## config.mk

```make
export PLATFORM = sky130hd
export DESIGN_NAME = uart_msg_formatter_flat
export DESIGN_NICKNAME = d
export VERILOG_FILES = /design/src/rtl/uart_msg_formatter_if.sv /design/src/rtl/uart_msg_formatter.sv /design/src/flat_wrapper.sv
export SDC_FILE = /design/constraint.sdc
export NUM_CORES = 1
export LEC_CHECK = 0
export BUFFER_PORTS_ARGS = -buffer_cell sky130_fd_sc_hd__buf_2
export CAP_MARGIN = 0
export CORE_ASPECT_RATIO = 0.7
export CORE_MARGIN = 4
export CORE_UTILIZATION = 60
export DETAILED_ROUTE_END_ITERATION = 7
export PLACE_DENSITY = 0.86
export SYNTH_ARGS = -nofsm -noshare
export SYNTH_HDL_FRONTEND = slang
export SYNTH_SLANG_ARGS = --single-unit
export TNS_END_PERCENT = 10
```

## constraint.sdc

```tcl
create_clock -name clk -period 3.25 [get_ports clk]
set_clock_uncertainty 0.2 [all_clocks]
set_input_delay 0 -clock clk [delete_from_list [all_inputs] [get_ports clk]]
set_output_delay 0 -clock clk [all_outputs]
set_load 0.005 [all_outputs]
```

## src/rtl/uart_msg_formatter_if.sv

```systemverilog
// -----------------------------------------------------------------------------
// uart_msg_formatter_if
// Byte stream from the message formatter to the UART TX serializer.
//   tx_data  : ASCII byte offered to the transmitter
//   tx_valid : tx_data holds a byte to send
//   tx_ready : transmitter accepts tx_data this cycle
// Modports: master (formatter side), slave (transmitter side).
// -----------------------------------------------------------------------------
interface uart_msg_formatter_if;
  logic [7:0] tx_data;
  logic       tx_valid;
  logic       tx_ready;

  modport master (output tx_data, output tx_valid, input tx_ready);
  modport slave  (input tx_data, input tx_valid, output tx_ready);
endinterface

```

## src/rtl/uart_msg_formatter.sv

```systemverilog
// -----------------------------------------------------------------------------
// uart_msg_formatter
// On a falling edge of the synchronized button, captures an 8-bit value,
// converts it to three decimal digits (double dabble, 8 cycles) and streams
// "RANDOM NUMBER: ddd\r\n" byte by byte over a valid/ready interface.
// Afterwards it waits out a holdoff period and for the button to be released.
//
// Ports:
//   clk    : system clock
//   rst    : synchronous, active-high reset
//   btn_n  : trigger button, active-low, asynchronous to clk
//   value  : number to print, sampled only at the trigger
//   tx     : byte stream to the transmitter (master modport)
//   busy   : high whenever the block is not IDLE
//   done   : one-cycle pulse on the cycle the last byte is accepted
//
// Build option: define MSG_HEX_EN to append " 0xHH" (uppercase hex of the
// captured value) before CR LF, giving a 25-byte message instead of 20.
// -----------------------------------------------------------------------------
module uart_msg_formatter #(
  parameter int DEBOUNCE_CYCLES = 262143,
  parameter int BTN_SYNC_STAGES = 2
) (
  input  logic                 clk,
  input  logic                 rst,
  input  logic                 btn_n,
  input  logic [7:0]           value,
  uart_msg_formatter_if.master tx,
  output logic                 busy,
  output logic                 done
);

`ifdef MSG_HEX_EN
  localparam logic [4:0] LAST_IDX = 5'd24;
`else
  localparam logic [4:0] LAST_IDX = 5'd19;
`endif
  localparam int CNT_W = (DEBOUNCE_CYCLES > 0) ? $clog2(DEBOUNCE_CYCLES + 1) : 1;

  typedef enum logic [1:0] {IDLE, CONVERT, SEND, HOLDOFF} state_t;

  state_t                     state_q, state_d;
  logic [BTN_SYNC_STAGES-1:0] sync_q;
  logic                       btn_prev_q;
  logic [7:0]                 cap_q;
  logic [11:0]                bcd_q;       // {hundreds, tens, ones}
  logic [11:0]                bcd_adj;
  logic [2:0]                 bit_cnt_q;
  logic [4:0]                 idx_q;
  logic [4:0]                 sel_idx;
  logic [CNT_W-1:0]           hold_cnt_q;
  logic [7:0]                 tx_data_q;
  logic                       tx_valid_q;
  logic [7:0]                 msg_byte;

  logic btn_sync, trigger, xfer, last_xfer, convert_last, hold_done;

  assign btn_sync     = sync_q[BTN_SYNC_STAGES-1];
  assign trigger      = (state_q == IDLE) && btn_prev_q && !btn_sync;
  assign xfer         = tx_valid_q && tx.tx_ready;
  assign last_xfer    = (state_q == SEND) && xfer && (idx_q == LAST_IDX);
  assign convert_last = (state_q == CONVERT) && (bit_cnt_q == 3'd7);
  assign hold_done    = (hold_cnt_q == CNT_W'(DEBOUNCE_CYCLES));

  assign tx.tx_data  = tx_data_q;
  assign tx.tx_valid = tx_valid_q;

  function automatic logic [3:0] add3(input logic [3:0] d);
    return (d >= 4'd5) ? d + 4'd3 : d;
  endfunction

`ifdef MSG_HEX_EN
  function automatic logic [7:0] hex_ascii(input logic [3:0] n);
    // 'A' - 10 == 8'h37
    return (n < 4'd10) ? 8'h30 + {4'h0, n} : 8'h37 + {4'h0, n};
  endfunction
`endif

  // Double dabble: adjust every BCD nibble >= 5 before each left shift.
  assign bcd_adj = {add3(bcd_q[11:8]), add3(bcd_q[7:4]), add3(bcd_q[3:0])};

  // The byte loaded into tx_data is always the one after the current index,
  // or index 0 when the stream is being started from CONVERT.
  assign sel_idx = (state_q == SEND) ? idx_q + 5'd1 : 5'd0;

  always_comb begin
    msg_byte = 8'h00;
    case (sel_idx)
      5'd0:  msg_byte = "R";
      5'd1:  msg_byte = "A";
      5'd2:  msg_byte = "N";
      5'd3:  msg_byte = "D";
      5'd4:  msg_byte = "O";
      5'd5:  msg_byte = "M";
      5'd6:  msg_byte = " ";
      5'd7:  msg_byte = "N";
      5'd8:  msg_byte = "U";
      5'd9:  msg_byte = "M";
      5'd10: msg_byte = "B";
      5'd11: msg_byte = "E";
      5'd12: msg_byte = "R";
      5'd13: msg_byte = ":";
      5'd14: msg_byte = " ";
      5'd15: msg_byte = 8'h30 + {4'h0, bcd_q[11:8]};
      5'd16: msg_byte = 8'h30 + {4'h0, bcd_q[7:4]};
      5'd17: msg_byte = 8'h30 + {4'h0, bcd_q[3:0]};
`ifdef MSG_HEX_EN
      5'd18: msg_byte = " ";
      5'd19: msg_byte = "0";
      5'd20: msg_byte = "x";
      5'd21: msg_byte = hex_ascii(cap_q[7:4]);
      5'd22: msg_byte = hex_ascii(cap_q[3:0]);
      5'd23: msg_byte = 8'h0D;
      5'd24: msg_byte = 8'h0A;
`else
      5'd18: msg_byte = 8'h0D;
      5'd19: msg_byte = 8'h0A;
`endif
      default: msg_byte = 8'h00;
    endcase
  end

  // NOTE: every signal driven in an always_comb gets a default first, so no
  // path through the case statement can infer a latch.
  always_comb begin
    state_d = state_q;
    busy    = (state_q != IDLE);
    done    = last_xfer;
    case (state_q)
      IDLE:    if (trigger)                state_d = CONVERT;
      CONVERT: if (convert_last)           state_d = SEND;
      SEND:    if (last_xfer)              state_d = HOLDOFF;
      HOLDOFF: if (hold_done && btn_sync)  state_d = IDLE;
      default:                             state_d = IDLE;
    endcase
  end

  // NOTE: sequential state uses non-blocking assignments so all flops update
  // together from the values present before the edge.
  always_ff @(posedge clk) begin
    if (rst) state_q <= IDLE;
    else     state_q <= state_d;
  end

  always_ff @(posedge clk) begin
    if (rst) begin
      sync_q     <= '1;
      btn_prev_q <= 1'b1;
      cap_q      <= '0;
      bcd_q      <= '0;
      bit_cnt_q  <= '0;
      idx_q      <= '0;
      hold_cnt_q <= '0;
      tx_data_q  <= 8'h00;
      tx_valid_q <= 1'b0;
    end else begin
      sync_q     <= {sync_q[BTN_SYNC_STAGES-2:0], btn_n};
      btn_prev_q <= btn_sync;
      case (state_q)
        IDLE: begin
          if (trigger) begin
            cap_q     <= value;
            bcd_q     <= '0;
            bit_cnt_q <= '0;
          end
        end
        CONVERT: begin
          // Shift the captured value in MSB first.
          bcd_q     <= (bcd_adj << 1) | {11'd0, cap_q[3'd7 - bit_cnt_q]};
          bit_cnt_q <= bit_cnt_q + 3'd1;
          if (convert_last) begin
            idx_q      <= '0;
            tx_data_q  <= msg_byte;
            tx_valid_q <= 1'b1;
          end
        end
        SEND: begin
          if (xfer) begin
            if (idx_q == LAST_IDX) begin
              tx_valid_q <= 1'b0;
              hold_cnt_q <= '0;
            end else begin
              idx_q     <= idx_q + 5'd1;
              tx_data_q <= msg_byte;
            end
          end
        end
        HOLDOFF: begin
          if (!hold_done) hold_cnt_q <= hold_cnt_q + 1'b1;
        end
        default: ;
      endcase
    end
  end

endmodule
```

## src/flat_wrapper.sv

```systemverilog
// flat-port wrapper written by rule: the top's interface ports become plain ports
module uart_msg_formatter_flat 
#(
  parameter int DEBOUNCE_CYCLES = 262143,
  parameter int BTN_SYNC_STAGES = 2
)
  (clk, rst, btn_n, value, busy, done, tx_tx_data, tx_tx_valid, tx_tx_ready);
  uart_msg_formatter_if tx_i ();
  input  logic clk;
  input  logic rst;
  input  logic btn_n;
  input  logic [7:0] value;
  output logic busy;
  output logic done;
  output wire logic [$bits(tx_i.tx_data)-1:0] tx_tx_data;
  output wire logic [$bits(tx_i.tx_valid)-1:0] tx_tx_valid;
  input wire logic [$bits(tx_i.tx_ready)-1:0] tx_tx_ready;
  assign tx_tx_data = tx_i.tx_data;
  assign tx_tx_valid = tx_i.tx_valid;
  assign tx_i.tx_ready = tx_tx_ready;
  uart_msg_formatter #(.DEBOUNCE_CYCLES(DEBOUNCE_CYCLES), .BTN_SYNC_STAGES(BTN_SYNC_STAGES)) u_core (.clk(clk), .rst(rst), .btn_n(btn_n), .value(value), .tx(tx_i), .busy(busy), .done(done));
endmodule
```

# After elaboration in Yosys (flattened, before gate mapping)
# Index checks and enable logic that the tools add are counted.
[totals] regBits=60 in_bits=12 out_inout_bits=11 elab_cells=114
[op_classes] addsub=10 magnitude_cmp=4 n_eq_ne=33 muxes=32 bitwise_logic=1 reduce_logical=24
[ops] cell="$pmux 8 s16" n=1
[ops] cell="$mux 18" n=3
[ops] cell="$eq 5x4->1 const B" n=8
[ops] cell="$pmux 18 s2" n=1
[ops] cell="$eq 5x5->1 const B" n=5
[ops] cell="$mux 8" n=3
[ops] cell="$pmux 12 s2" n=1
[ops] cell="$add 6x4->7 const A" n=3
[ops] cell="$eq 5x3->1 const B" n=4
[ops] cell="$mux 5" n=4
[ops] cell="$add 18x1->18 const B" n=1
[ops] cell="$eq 18x18->1 const B" n=1
[ops] cell="$pmux 8 s2" n=1
[ops] cell="$reduce_and 4->1" n=4
[ops] cell="$ge 4x3->1 const B" n=3
[ops] cell="$mux 12" n=1
[ops] cell="$or 12x1->12" n=1
[ops] cell="$eq 5x2->1 const B" n=2
[ops] cell="$pmux 5 s2" n=1
[ops] cell="$add 4x2->4 const B" n=2
[ops] cell="$mux 2" n=4
[ops] cell="$mux 4" n=2
[ops] cell="$ne 2x1->1 const B" n=4
[ops] cell="$ne 2x2->1 const B" n=4
[ops] cell="other kinds (22)" n=40

# Depth between registers and ports, before layout
[logic_depth] depth_word=8 mapped_depth=10 depth_no_buf=8

# Worst setup path after synthesis
# OpenSTA, ideal clock, no wires.
[synth_timing] path_kind="register -> register" startpoint="reg u_core.idx_q[1]" endpoint="reg u_core.hold_cnt_q[16]" setup_time_ns=0.121 arrival_ns=1.937 t_required_ns=2.929 path_slack_ns=0.991 stages_incl_launch_ff=9 path_buffers=1 period_less_slack_ns=2.259 path_cell_list="dfxtp_1 ha_1 buf_4 and4bb_2 a21oi_2 a2111oi_4 and2_4 nand4_2 mux2_4"
[synth_between] elab_chain_cells=3
[synth_lines] element="start, declared" line_no="uart_msg_formatter.sv:49" text="logic [4:0] idx_q;"
[synth_lines] element="start signal, assigned" line_no="uart_msg_formatter.sv:183" text="idx_q <= idx_q + 5'd1;"
[synth_lines] element="$eq 5x5->1" line_no="uart_msg_formatter.sv:179" text="if (idx_q == LAST_IDX) begin"
[synth_lines] element="$ne 2x2->1 (no line)"
[synth_lines] element="$reduce_and 4->1 (no line)"
[synth_lines] element="end signal, assigned" line_no="uart_msg_formatter.sv:189" text="if (!hold_done) hold_cnt_q <= hold_cnt_q + 1'b1;"
[synth_lines] element="end, declared" line_no="uart_msg_formatter.sv:51" text="logic [CNT_W-1:0] hold_cnt_q;"
# No other way between the ends.
# A chain may end at the register's enable or synchronous reset.

# Worst setup path after layout
[layout_timing] startpoint="reg u_core.idx_q[2]" endpoint="reg u_core.tx_data_q[1], in the netlist u_core.tx.tx_data[1]"
[layout_between] elab_chain_cells=8 elab_cells_between_ends=34 cone_classes="add/sub: 1; eq/ne: 21; mux: 6; reduce/logical: 6"
[layout_lines] element="$add 5x1->5" line_no="uart_msg_formatter.sv:84" text="assign sel_idx = (state_q == SEND) ? idx_q + 5'd1 : 5'd0;"
[layout_lines] element="$mux 5" line_no="uart_msg_formatter.sv:84"
[layout_lines] element="$eq 5x3->1 (tied with other cells)" line_no="uart_msg_formatter.sv:88" text="case (sel_idx)"
[layout_lines] element="$reduce_or 2->1 (no line)"
[layout_lines] element="$pmux 8 s16" line_no="uart_msg_formatter.sv:88"
[layout_lines] element="$mux 8" line_no="uart_msg_formatter.sv:179"
[layout_lines] element="$mux 8" line_no="uart_msg_formatter.sv:178" text="if (xfer) begin"
[layout_lines] element="$pmux 8 s2" line_no="uart_msg_formatter.sv:159" text="case (state_q)"
[layout_lines] element="end signal, assigned" line_no="uart_msg_formatter.sv:173" text="tx_data_q <= msg_byte;"
[layout_lines] element="end signal, assigned" line_no="uart_msg_formatter.sv:184" text="tx_data_q <= msg_byte;"
[layout_lines] element="end, declared" line_no="uart_msg_formatter.sv:52" text="logic [7:0] tx_data_q;"
# Several ways; a longest one is shown, not always the timed one. The select of a mux whose other input is x is not followed.

==> impl_metrics.tcl <==
set metrics [dict create \
    drv_slew 0 \
    design_area_sq_um 3930 \
    synthArstFlopShare 0 \
    post_cts_buffers 0 \
    post-dp-hpwl_mm 5.59 \
    first_pass_iters 5 \
    path_buf_inv 0 \
    initial_core_util 0.638 \
    port_buffers 21 \
    crit_chain "and4bb_2, o21ai_0, and3_1, nand2_1, nor4_1, nor3_1" \
    cts_tree "built" \
    max-slew-margin-rel 0.570 \
    cp-end-kind "flip-flop" \
    setup_viol 0 \
    cts_root_buf "clkbuf_8" \
    placed_area_sq_um 3600 \
    cp.required_ps 3270 \
    crit_type "flip-flop to flip-flop" \
    clockBufferDepth 2 \
    netlist-cell-type-count 60 \
    rsz0062_at_grt "no" \
    syn_avg_cell_area_sq_um 8.24 \
    tightestPinTransition_ps 641 \
    yosysMostFrequentCell "nor2_1" \
    layout-drive-gt1-share 0.142 \
    ir_drop_mv 0.363 \
    p_per_area_nw_per_um2 471 \
    cap_violations 0 \
    synth_warnings 0 \
    rows 22 \
    drc 0 \
    antenna_found_initial 0 \
    crit_arrival_ps 2550 \
    setup_ws_ps 721 \
    dp.cells 497 \
    r2r-start "u_core.idx_q[2]$_SDFFE_PP0P_" \
    fmax_mhz 395 \
    gr-total-overflow 0 \
    synth_edf_count 0 \
    grt_pass1_vias 3044 \
    synth-seq-cells 59 \
    r2r_slack_ps 720 \
    min_path_type "primary input to flip-flop" \
    p_total_mw 1.85 \
    reg2reg_depth 6 \
    fillers 428 \
    synth_seq_area_share 0.343 \
    clk_pin_slew_ps 60 \
    cts.sinks 59 \
    cts_buffers 9 \
    final_nets 480 \
    multi_input_area_sq_um 2060 \
    syn-cell-area_sq_um 3440 \
    viasPerCell 6.06 \
    dpl_worst_slack_ps 789 \
    dominantRegCellSynth "dfxtp_1" \
    netlist_instances 418 \
    syn_to_final_growth_pct 14.1 \
    cts_resized 0 \
    yosys.area.top_type "dfxtp_1" \
    antennaDiodeCount 0 \
    hold_viol_final 0 \
    slowest_stage "dfxtp_1" \
    seqCellArea_sq_um 1180 \
    crit_end "u_core.tx.tx_data[1]$_SDFFE_PP0P_" \
    postRouteAntennaNets 0 \
    die_w_um 98.5 \
    wl_per_cell_um 16.6 \
    syn_nets 444 \
    outcome "finished, final reports clean" \
    yosys-top-cells-count "nor2_1, dfxtp_1, a21oi_1, nand2_1, o21ai_0" \
    grt_first_pass_wirelength_mm 14.7 \
    start_kind "flip-flop" \
    yosys-top-cells-area "dfxtp_1, nor2_1, ha_1" \
    synth_top_area_share 0.343 \
    crit_family "simple AND/OR/NAND/NOR gates" \
    grt_util_all_layers 0.259 \
    final_core_util 0.728 \
    dr.first_iter.drc_count 274 \
    timing.setup.tns_ps 0 \
    die_area_sq_um 7030 \
    regToRegEndpoint "u_core.tx.tx_data[1]$_SDFFE_PP0P_" \
    cpPeakStageDelay_ps 700 \
    vias 3206 \
    fin_crit_sh 0.778 \
    place.gp.congestion 0.973 \
    core_area_sq_um 5400 \
    boundaryPins 23 \
    die_h_um 71.4 \
    clkLatencyLatePin_ps 340 \
    min_period_ps 2530 \
    holdWs_ps 129 \
    htreeDepth 3 \
    grt_max_degree 25 \
    crit_path_max_fanout 17 \
    startpoint "u_core.idx_q[2]$_SDFFE_PP0P_" \
    instances_no_fill 529 \
    drt-total-wl_mm 8.77 \
    crit_cells 6 \
    leakage_nw 1.52 \
]
## layer usage
metal	wire, um	part of all wire	up-vias	GRT usage
met3	669	0.076	30	0.0700
met4	243	0.028	0	0.102
met1	3930	0.45	1492	0.333
met2	3930	0.45	142	0.416
li1	-	-	1542	-
met5	0	0	-	0
## layout by cell type, fill, tap and decap left out, drive strengths merged, types with 4 or more instances in the layout
master / netlist / routed
buf: 14 / 34
nand2: 25 / 25
a21oi: 27 / 27
or2: 4 / 4
nor3b: 4 / 4
nand2b: 11 / 11
inv: 16 / 16
and3: 5 / 5
nor2: 62 / 62
o21ai: 22 / 22
a311oi: 6 / 6
nand4: 7 / 7
nand3: 18 / 18
nor3: 8 / 8
clkbuf: 13 / 11
a211oi: 5 / 5
mux2i: 11 / 11
a22oi: 14 / 14
ha: 14 / 14
dlygate4sd3: 0 / 18
and2: 5 / 5
dfxtp: 59 / 59
xnor2: 15 / 15
xor2: 10 / 10
## kinds of logic (layout without fill, tap and decap cells)
kind of cell	after synthesis	count (layout)	synth area share
buf+inv	44	83	0.0578
simple gates	166	166	0.245
mux	16	16	0.0560
other cells	1	1	0.00109
fa+ha+maj	14	14	0.0509
compound gates	93	93	0.181
xor+xnor	25	25	0.0658
flops	59	59	0.343
## power by group
part | switching, mW | internal, mW | leakage, nW
Clock | 0.284 | 0.265 | 0.0750
Combinational | 0.294 | 0.194 | 0.968
Sequential | 0.0351 | 0.779 | 0.477
Total | 0.613 | 1.24 | 1.52
## flip-flops by register name (all words and copies together), names as in the netlist, 2 cells and up
name               count
u_core.hold_cnt_q     18
u_core.bcd_q          12
u_core.cap_q           8
u_core.tx.tx_data      7
u_core.idx_q           5
u_core.bit_cnt_q       3
u_core.state_q         2
u_core.sync_q          2
## what timing repair did
item                                    CTS  global route
hold endpoints to repair                 22             0
hold buffers                             18             0
endpoints found under the setup margin    0             0
## area by class of cell
class	count	area share
Multi-Input combinational cell	315	0.525
Sequential cell	59	0.301
Timing Repair Buffer	52	0.0974
Clock buffer	11	0.0334
Tap cell	72	0.0229
Inverter	17	0.0162
Clock inverter	3	0.00446
## worst min path at each step
stage / endpoint / startpoint / cells past startpoint
floorplan: u_core.sync_q[0]$_SDFF_PP1_ / btn_n / 1
global placement: u_core.sync_q[0]$_SDFF_PP1_ / btn_n / 2
detailed placement: u_core.sync_q[0]$_SDFF_PP1_ / btn_n / 2
CTS: u_core.tx.tx_valid$_SDFFE_PP0P_ / tx_tx_ready / 6
global route: u_core.tx.tx_valid$_SDFFE_PP0P_ / tx_tx_ready / 6
finish: u_core.tx.tx_valid$_SDFFE_PP0P_ / tx_tx_ready / 6
## worst min-delay path, stage by stage
cell and delay, ps:
buf_2 110, and2_1 180, and2_1 160, nand2_1 60
a21oi_1 60, nor2_1 70
No activity file was read; power rests on OpenSTA's default activity.
